--- src/rtl/fifo64x8_fwft.sv ---
// fifo64x8_fwft: 8-entry x 64-bit first-word-fall-through FIFO.
// The head word is presented through an internal 8:1 mux selected by rd_ptr,
// so reads are zero-latency and writes become visible one cycle later.

// 64-bit 8:1 mux feeding the read port.
module mux64x8_1 #(
    parameter int WIDTH = 64,
    parameter int NIN   = 8
) (
    input  logic [NIN-1:0][WIDTH-1:0] din,
    input  logic [$clog2(NIN)-1:0]    sel,
    output logic [WIDTH-1:0]          dout
);
    // Plain indexed select; the storage registers drive it directly.
    always_comb begin
        dout = din[sel];
    end
endmodule

module fifo64x8_fwft #(
    parameter int DEPTH = 8,
    parameter int WIDTH = 64
) (
    input  logic             clk,
    input  logic             reset_n,
    input  logic             wr_en,
    input  logic [WIDTH-1:0] wr_data,
    input  logic             rd_en,
    output logic [WIDTH-1:0] rd_data,
    output logic             empty,
    output logic             full,
    output logic [3:0]       count,
    output logic             ovf,
    output logic             udf
);
    logic [DEPTH-1:0][WIDTH-1:0] mem;
    logic [2:0]                  wr_ptr;
    logic [2:0]                  rd_ptr;
    logic [WIDTH-1:0]            mux_out;
    logic                        wr_ok;
    logic                        rd_ok;

    assign empty = (count == 4'd0);
    assign full  = (count == 4'd8);

    // Full blocks the write even if a read frees a slot in the same cycle;
    // empty blocks the read even if a write arrives (no bypass path).
    assign wr_ok = wr_en && !full;
    assign rd_ok = rd_en && !empty;

    mux64x8_1 #(.WIDTH(WIDTH), .NIN(DEPTH)) u_mux (
        .din  (mem),
        .sel  (rd_ptr),
        .dout (mux_out)
    );

    // Head word is forced to zero while empty so stale entries never leak out.
    assign rd_data = empty ? '0 : mux_out;

    // Storage write; the slot under wr_ptr takes the incoming word.
    always_ff @(posedge clk or negedge reset_n) begin
        if (!reset_n) begin
            mem <= '0;
        end else if (wr_ok) begin
            mem[wr_ptr] <= wr_data;
        end
    end

    // Pointers wrap 7->0 by natural 3-bit overflow.
    always_ff @(posedge clk or negedge reset_n) begin
        if (!reset_n) begin
            wr_ptr <= 3'd0;
            rd_ptr <= 3'd0;
        end else begin
            if (wr_ok) wr_ptr <= wr_ptr + 3'd1;
            if (rd_ok) rd_ptr <= rd_ptr + 3'd1;
        end
    end

    // Occupancy kept explicitly; pointers alone cannot tell full from empty.
    always_ff @(posedge clk or negedge reset_n) begin
        if (!reset_n) begin
            count <= 4'd0;
        end else begin
            case ({wr_ok, rd_ok})
                2'b10:   count <= count + 4'd1;
                2'b01:   count <= count - 4'd1;
                default: count <= count;
            endcase
        end
    end

    // Error pulses flag the rejected request one cycle after it was made.
    always_ff @(posedge clk or negedge reset_n) begin
        if (!reset_n) begin
            ovf <= 1'b0;
            udf <= 1'b0;
        end else begin
            ovf <= wr_en && full;
            udf <= rd_en && empty;
        end
    end
endmodule

--- config.mk ---
export PLATFORM = sky130hd
export DESIGN_NAME = fifo64x8_fwft
export DESIGN_NICKNAME = d
export VERILOG_FILES = /design/src/rtl/fifo64x8_fwft.sv
export SDC_FILE = /design/constraint.sdc
export NUM_CORES = 1
export LEC_CHECK = 0
export ABC_AREA = 1
export CORE_MARGIN = 2
export CORE_UTILIZATION = 40
export DETAILED_ROUTE_END_ITERATION = 8
export GPL_TIMING_DRIVEN = 0
export SLEW_MARGIN = 20
export SYNTH_ARGS = -nofsm -noshare
export SYNTH_HDL_FRONTEND = slang
export SYNTH_SLANG_ARGS = --single-unit
export TNS_END_PERCENT = 20
--- constraint.sdc ---
create_clock -name clk -period 2.3 [get_ports clk]
set_clock_uncertainty 0.05 [all_clocks]
set_input_delay 0.46 -clock clk [delete_from_list [all_inputs] [get_ports clk]]
set_output_delay 0.46 -clock clk [all_outputs]
set_load 0.03 [all_outputs]
# ---- After elaboration in Yosys (flattened, before gate mapping)
# Index checks and enable logic that the tools add are counted.
dict set report word_totals {
  register_bits 524
  latchBits 0
  ramBits 0
  rom_bits 0
  out_inout_bits 72
  wordCells 39
  memories 0
}
dict set report op_classes {
  n_addsub 4
  multipliers 0
  div 0
  magnitude_cmp 3
  n_eq_ne 3
  shifts 0
  n_mux 7
  n_bitwise 0
  n_reduce_logical 9
}
# cell count
set op_table {}
lappend op_table {{512-bit bitwise mux} 1}
lappend op_table {{64-bit binary-select mux with 3-bit select} 1}
lappend op_table {{64-bit demux with 3-bit select} 1}
lappend op_table {{64-bit two-way mux} 3}
lappend op_table {{3-bit by 4-bit < comparator with 1-bit output (second input constant)} 2}
lappend op_table {{4-bit one-hot mux with 2 select lines} 1}
lappend op_table {{3-bit by 1-bit adder with 3-bit output (second input constant)} 2}
lappend op_table {{1-bit logical AND} 5}
lappend op_table {{4-bit by 1-bit adder with 4-bit output (second input constant)} 1}
lappend op_table {{4-bit equality test (second input constant)} 1}
lappend op_table {{4-bit zero test} 1}
lappend op_table {{4-bit by 1-bit subtractor with 4-bit output (second input constant)} 1}
lappend op_table {{3-bit by 1-bit greater-or-equal comparator with 1-bit output (second input constant)} 1}
lappend op_table {{2-bit by 1-bit equality test with 1-bit output (second input constant)} 1}
lappend op_table {{2-bit equality test (second input constant)} 1}
lappend op_table {{1-bit zero test} 2}
lappend op_table {{2-bit nonzero test} 1}

# ---- Depth between registers and ports, before layout
dict set report depth {
  ltp_word 5
  depth_mapped 13
  ltp_nobuf 13
}

# ---- Hierarchy
# Synthesis repeated with hierarchy kept, for this count alone.
dict set report hier_totals {
  hier_cells 3642
  hier_area_um2 26867.0
}
# module instances cells_per_inst area_each_um2 seq_area_each_um2
set by_module_without_submodules {}
lappend by_module_without_submodules {fifo64x8_fwft 1 1941 19887.8 13112.6}
lappend by_module_without_submodules {mux64x8_1 1 1701 6979.2 0.0}

# ---- Least setup slack after synthesis
# Ideal clock, no wire load.
dict set report synth_path {
  path_kind {reg-to-output}
  from {register count[1]}
  to {output rd_data[15]}
  arrival_time_ps 1770
  slack_ps 20
  stages_incl_launch_ff 7
  path_buffers 2
  cell_sequence {dfrtp_1 > inv_1 > nand4_1 > buf_2 > clkbuf_1 > nand2_1 > nor2_1}
}
dict set report synth_between {
  elab_chain_cells 2
}
# item line_no
set synth_lines {}
lappend synth_lines {{from (decl)} 32} ;# output logic [3:0] count,
lappend synth_lines {{from (signal assigned)} 86} ;# 2'b10: count <= count + 4'd1;
lappend synth_lines {{from (signal assigned)} 87} ;# 2'b01: count <= count - 4'd1;
lappend synth_lines {{from (signal assigned)} 88} ;# default: count <= count;
lappend synth_lines {{4-bit zero test} 43} ;# assign empty = (count == 4'd0);
lappend synth_lines {{64-bit two-way mux} 58} ;# assign rd_data = empty ? '0 : mux_out;
lappend synth_lines {{to (decl)} 29} ;# output logic [WIDTH-1:0] rd_data,
# No other way between the ends.

# ---- Final worst setup path
dict set report layout_path {
  from {register rd_ptr[0]}
  to {output rd_data[7]}
}
dict set report layout_between {
  elab_chain_cells 3
}
# item line_no
set layout_lines {}
lappend layout_lines {{from (decl)} 38} ;# logic [2:0] rd_ptr;
lappend layout_lines {{from (signal assigned)} 76} ;# if (rd_ok) rd_ptr <= rd_ptr + 3'd1;
lappend layout_lines {{64-bit binary-select mux with 3-bit select} 16} ;# dout = din[sel];
lappend layout_lines {{64-bit two-way mux (implied by the code)} 16}
lappend layout_lines {{64-bit two-way mux} 58}
# No other way between the ends. The select of a mux whose other input is x is not followed.

==> metrics <==
result of the run complete, but fails checks; violations in the final reports negative setup slack; maximum number of pins on one net before global-route repair 102; clock slew at the register clock pins of the worst setup and hold paths 0.06 ns; vias per std cell 5.451; Comb pwr share 0.510; cell area after layout 29,460 um2; grt peak-use layer met2; Max FO, Critical Path 5; Unique masters post-synth 24; net count of the mapped netlist 2,882; antenna violations before repair 0; deepest clock path buffer count 3; min-delay worst type input pin to flip-flop; GR Util met2 0.4146; launch point of the worst reg-to-reg path count[0]$_DFFE_PN0P_; Setup-failing EPs final 64; post-route antenna net violation count 0; Final Routed Wirelength 74,880 um; part of the total power dissipated in sequential elements 0.307; share of synthesized area occupied by flip-flops and latches 0.5571; GRT Total Usage 0.2464; leakage 0.01373 uW; Critical Path Slowest Stage Cell sky130_fd_sc_hd__dfrtp_2; synthesized area 23,540 um2; routed wire length per instance 19.43 um; met3 routing resource usage after global routing 0.03747; worst reg2reg setup slack 0.15 ns; count of H-tree levels built during CTS 2; Maximum Capacitance Violations 0; number of max-slew violations in the final report 0; DRC violations left 0; total iterations of the first detailed-routing run 6; core occupancy in the finished layout 0.5086; TritonCTS clock tree yes; height of the die 246.6 um; number of global-route vias before repair 20,820; met1 routing resource usage after global routing 0.3161; Num CTS Buffers 56; total overflow reported by the global router 0; flops & latches, synth 524; Pwr per Cell Area 1722 nW/um2; clock network fraction of design power 0.182; number of vias after detailed routing 21,000; Area growth syn-to-layout 25.14%; sw frac 0.4258; clk sinks 524; Clk Latency, worst-skew pair 0.61 ns; startpoint-to-endpoint class of the critical path flip-flop to output port; critical path startpoint category flip-flop; non-filler instance count after layout 3,853; average size of a mapped cell 8.379 um2; worst rel slew slack 0.5215; element type at the critical path end output port; DIE WIDTH 246.6 um; Syn Inst Count 2,809; number of hold violations in the final report 0; biggest cell delay along the critical path 0.38 ns; CP Launch Point rd_ptr[0]$_DFFE_PN0P_; fin nets 3,118; fraction of final layout cells with drive strength greater than 1 0.1652; Highest Clock Rate 0.3446 GHz; Antenna Diode Count 0; Internal 29,120 uW; slew at the pin closest to its max-slew limit 0.7177 ns; number of design-rule violations left by the first detailed-router iteration 1,803; startpoint of the worst hold path rd_en; cell area after placement 26,060 um2; DIE AREA 60,800 um2; time the final worst path needs with I/O delays and setup 2.902 ns; fillcell total 5,536; DP HPWL 51,510 um; Critical Path RT 1.79 ns; power spent charging and discharging nets 21,590 uW; crit path cell chain buf_12 -> inv_12 -> buf_12 -> buf_16 -> buf_6 -> clkbuf_8 -> o21ai_0 -> o22ai_1 -> nor2_1 -> nor2_2 -> buf_6; Critical R2R Capture count[2]$_DFFE_PN0P_; hold slack final 0.3924 ns; cell at the root of the clock tree sky130_fd_sc_hd__clkbuf_16; area inside the core boundary 57,920 um2; Max IR drop VDD 849.0 uV; floorplan row count 88; wire length of the first global-routing pass 116,700 um; number of I/O pins 140; Worst Reg-to-Reg Cells 12; starting density of the core 0.4064; number of placed instances, taps included 3,719; unrepaired setup endpoints after global routing yes; total of warnings raised by yosys 0; Worst setup endpoint rd_data[7]; arrival time at the worst endpoint 2.39 ns; post-route setup slack -0.6020 ns; fraction of the cycle the final worst path needs 1.262; routability cong. 0.8437; Port-buffer cells 139
[worst max-delay path, delay by kind of cell (launching register included)]
kind                   cells  cell delay [ns]
buffers and inverters      7             0.87
flip-flops                 1             0.38
AND/OR/NAND/NOR            2             0.20
AO/OA/AOI/OAI              2             0.33
[layout by cell type, fill, tap and decap left out, types with 17 or more instances in the layout]
master                            count
sky130_fd_sc_hd__clkbuf_2            48
sky130_fd_sc_hd__nor2_2              77
sky130_fd_sc_hd__inv_1               79
sky130_fd_sc_hd__clkbuf_1            48
sky130_fd_sc_hd__o211ai_1            64
sky130_fd_sc_hd__nor2_4              17
sky130_fd_sc_hd__clkbuf_8            18
sky130_fd_sc_hd__nand2_1            591
sky130_fd_sc_hd__nor2_1             368
sky130_fd_sc_hd__buf_12              20
sky130_fd_sc_hd__clkdlybuf4s50_1     71
sky130_fd_sc_hd__o22ai_1             61
sky130_fd_sc_hd__clkbuf_16           66
sky130_fd_sc_hd__buf_4               47
sky130_fd_sc_hd__buf_6               53
sky130_fd_sc_hd__dfrtp_1            520
sky130_fd_sc_hd__o21ai_2             18
sky130_fd_sc_hd__buf_2               67
sky130_fd_sc_hd__o21ai_1             34
sky130_fd_sc_hd__o21ai_0            720
[routing by layer]
layer | share of wire | vias to the layer above
met2 | 0.49 | 663
met5 | 0 | -
li1 | - | 9795
met4 | 0.037 | 0
met1 | 0.41 | 10390
met3 | 0.058 | 153
[state kept, by name, summed over array words and instances, names as in the netlist]
name / cells
wr_ptr: 3
udf: 1
mem: 512
ovf: 1
rd_ptr: 3
count: 4
[synth_stat cells]
| master | instances | area [um2] |
|---|---|---|
| sky130_fd_sc_hd__clkbuf_2 | 31 | 155.2 |
| sky130_fd_sc_hd__inv_1 | 82 | 307.8 |
| sky130_fd_sc_hd__a21oi_1 | 2 | 10.01 |
| sky130_fd_sc_hd__inv_2 | 1 | 3.750 |
| sky130_fd_sc_hd__o211ai_1 | 64 | 480.5 |
| sky130_fd_sc_hd__nand4_1 | 1 | 6.260 |
| sky130_fd_sc_hd__nand2_1 | 593 | 2226 |
| sky130_fd_sc_hd__xor2_1 | 5 | 43.79 |
| sky130_fd_sc_hd__nand3_1 | 6 | 30.03 |
| sky130_fd_sc_hd__o21ai_0 | 762 | 3814 |
| sky130_fd_sc_hd__xnor2_1 | 2 | 17.52 |
| sky130_fd_sc_hd__o21ai_2 | 10 | 87.58 |
| sky130_fd_sc_hd__dfrtp_1 | 524 | 13110 |
| sky130_fd_sc_hd__o22ai_1 | 64 | 400.4 |
| sky130_fd_sc_hd__buf_2 | 70 | 350.3 |
| sky130_fd_sc_hd__buf_6 | 16 | 180.2 |
| sky130_fd_sc_hd__nand4_2 | 1 | 12.51 |
| sky130_fd_sc_hd__ha_1 | 5 | 62.56 |
| sky130_fd_sc_hd__clkbuf_1 | 81 | 304.0 |
| sky130_fd_sc_hd__nor2_1 | 462 | 1734 |
| sky130_fd_sc_hd__buf_4 | 10 | 75.07 |
| sky130_fd_sc_hd__buf_1 | 9 | 33.78 |
| sky130_fd_sc_hd__buf_8 | 2 | 30.03 |
| sky130_fd_sc_hd__nand3_2 | 6 | 60.06 |
[metrics by stage]
| stage | total power, uW | setup slack, ns | TNS (ns) |
|---|---|---|---|
| after floorplan | 29340 | 0.01981 | 0 |
| after global placement | 37270 | -22.32 | - |
| after detailed placement | 37760 | -1.208 | -77.66 |
| after CTS | 49140 | -0.6866 | -37.95 |
| after global routing | 54150 | -0.6775 | -41.40 |
| final | 50710 | -0.6020 | -35.82 |
[timing repair]
action | CTS | global route
hold endpoints to repair | 86 | 0
buffers inserted | 14 | 5
hold buffers | 1 | 0
gates resized for setup | 623 | 199
pin swaps | 15 | 78
endpoints found under the setup margin | 68 | 69
cloned | 9 | 8
[kinds of logic (layout without fill, tap and decap cells)]
group	after synthesis	after routing	share of synthesized area
AOI/OAI and AO/OA	902	902	0.2036
and+or+nand+nor	1069	1069	0.1729
xor gates and xnor gates	7	7	0.002605
buffers and inverters	302	581	0.06118
adders and majority gates	5	5	0.002658
DFF	524	524	0.5571
[worst min-delay path by stage]
stage                                      end  slack, ns  depth (start not counted)
after floorplan           count[0]$_DFFE_PN0P_       0.11                          0
after global placement    mem[140]$_DFFE_PN0P_       0.41                          2
after detailed placement  mem[363]$_DFFE_PN0P_       0.42                          2
after CTS                        udf$_DFF_PN0_       0.35                          3
after global routing      mem[420]$_DFFE_PN0P_       0.45                          2
final                            udf$_DFF_PN0_       0.39                          3
[power by group through the flow]
stage / logic, uW / clock network, uW / registers, uW
2_1_floorplan: 14300 / 0 / 15000
3_5_place_dp: 22200 / 0 / 15500
4_1_cts: 24400 / 9380 / 15400
6_report: 25900 / 9240 / 15600
3_3_place_gp: 21800 / 0 / 15500
5_1_grt: 28300 / 9770 / 16100
[area by class of cell]
class / instances / area [um2] / share of cell area
inverters: 83 / 324.1 / 0.01100
clock buffers: 88 / 1683 / 0.05713
clock inverters: 13 / 190.2 / 0.006457
flip-flops and latches: 524 / 13120 / 0.4453
well taps: 765 / 957.2 / 0.03250
plain buffers: 215 / 1607 / 0.05454
multi-input cells: 1983 / 9365 / 0.3179
repair buffers: 182 / 2212 / 0.07510
Power figures use the tool's default switching activity.
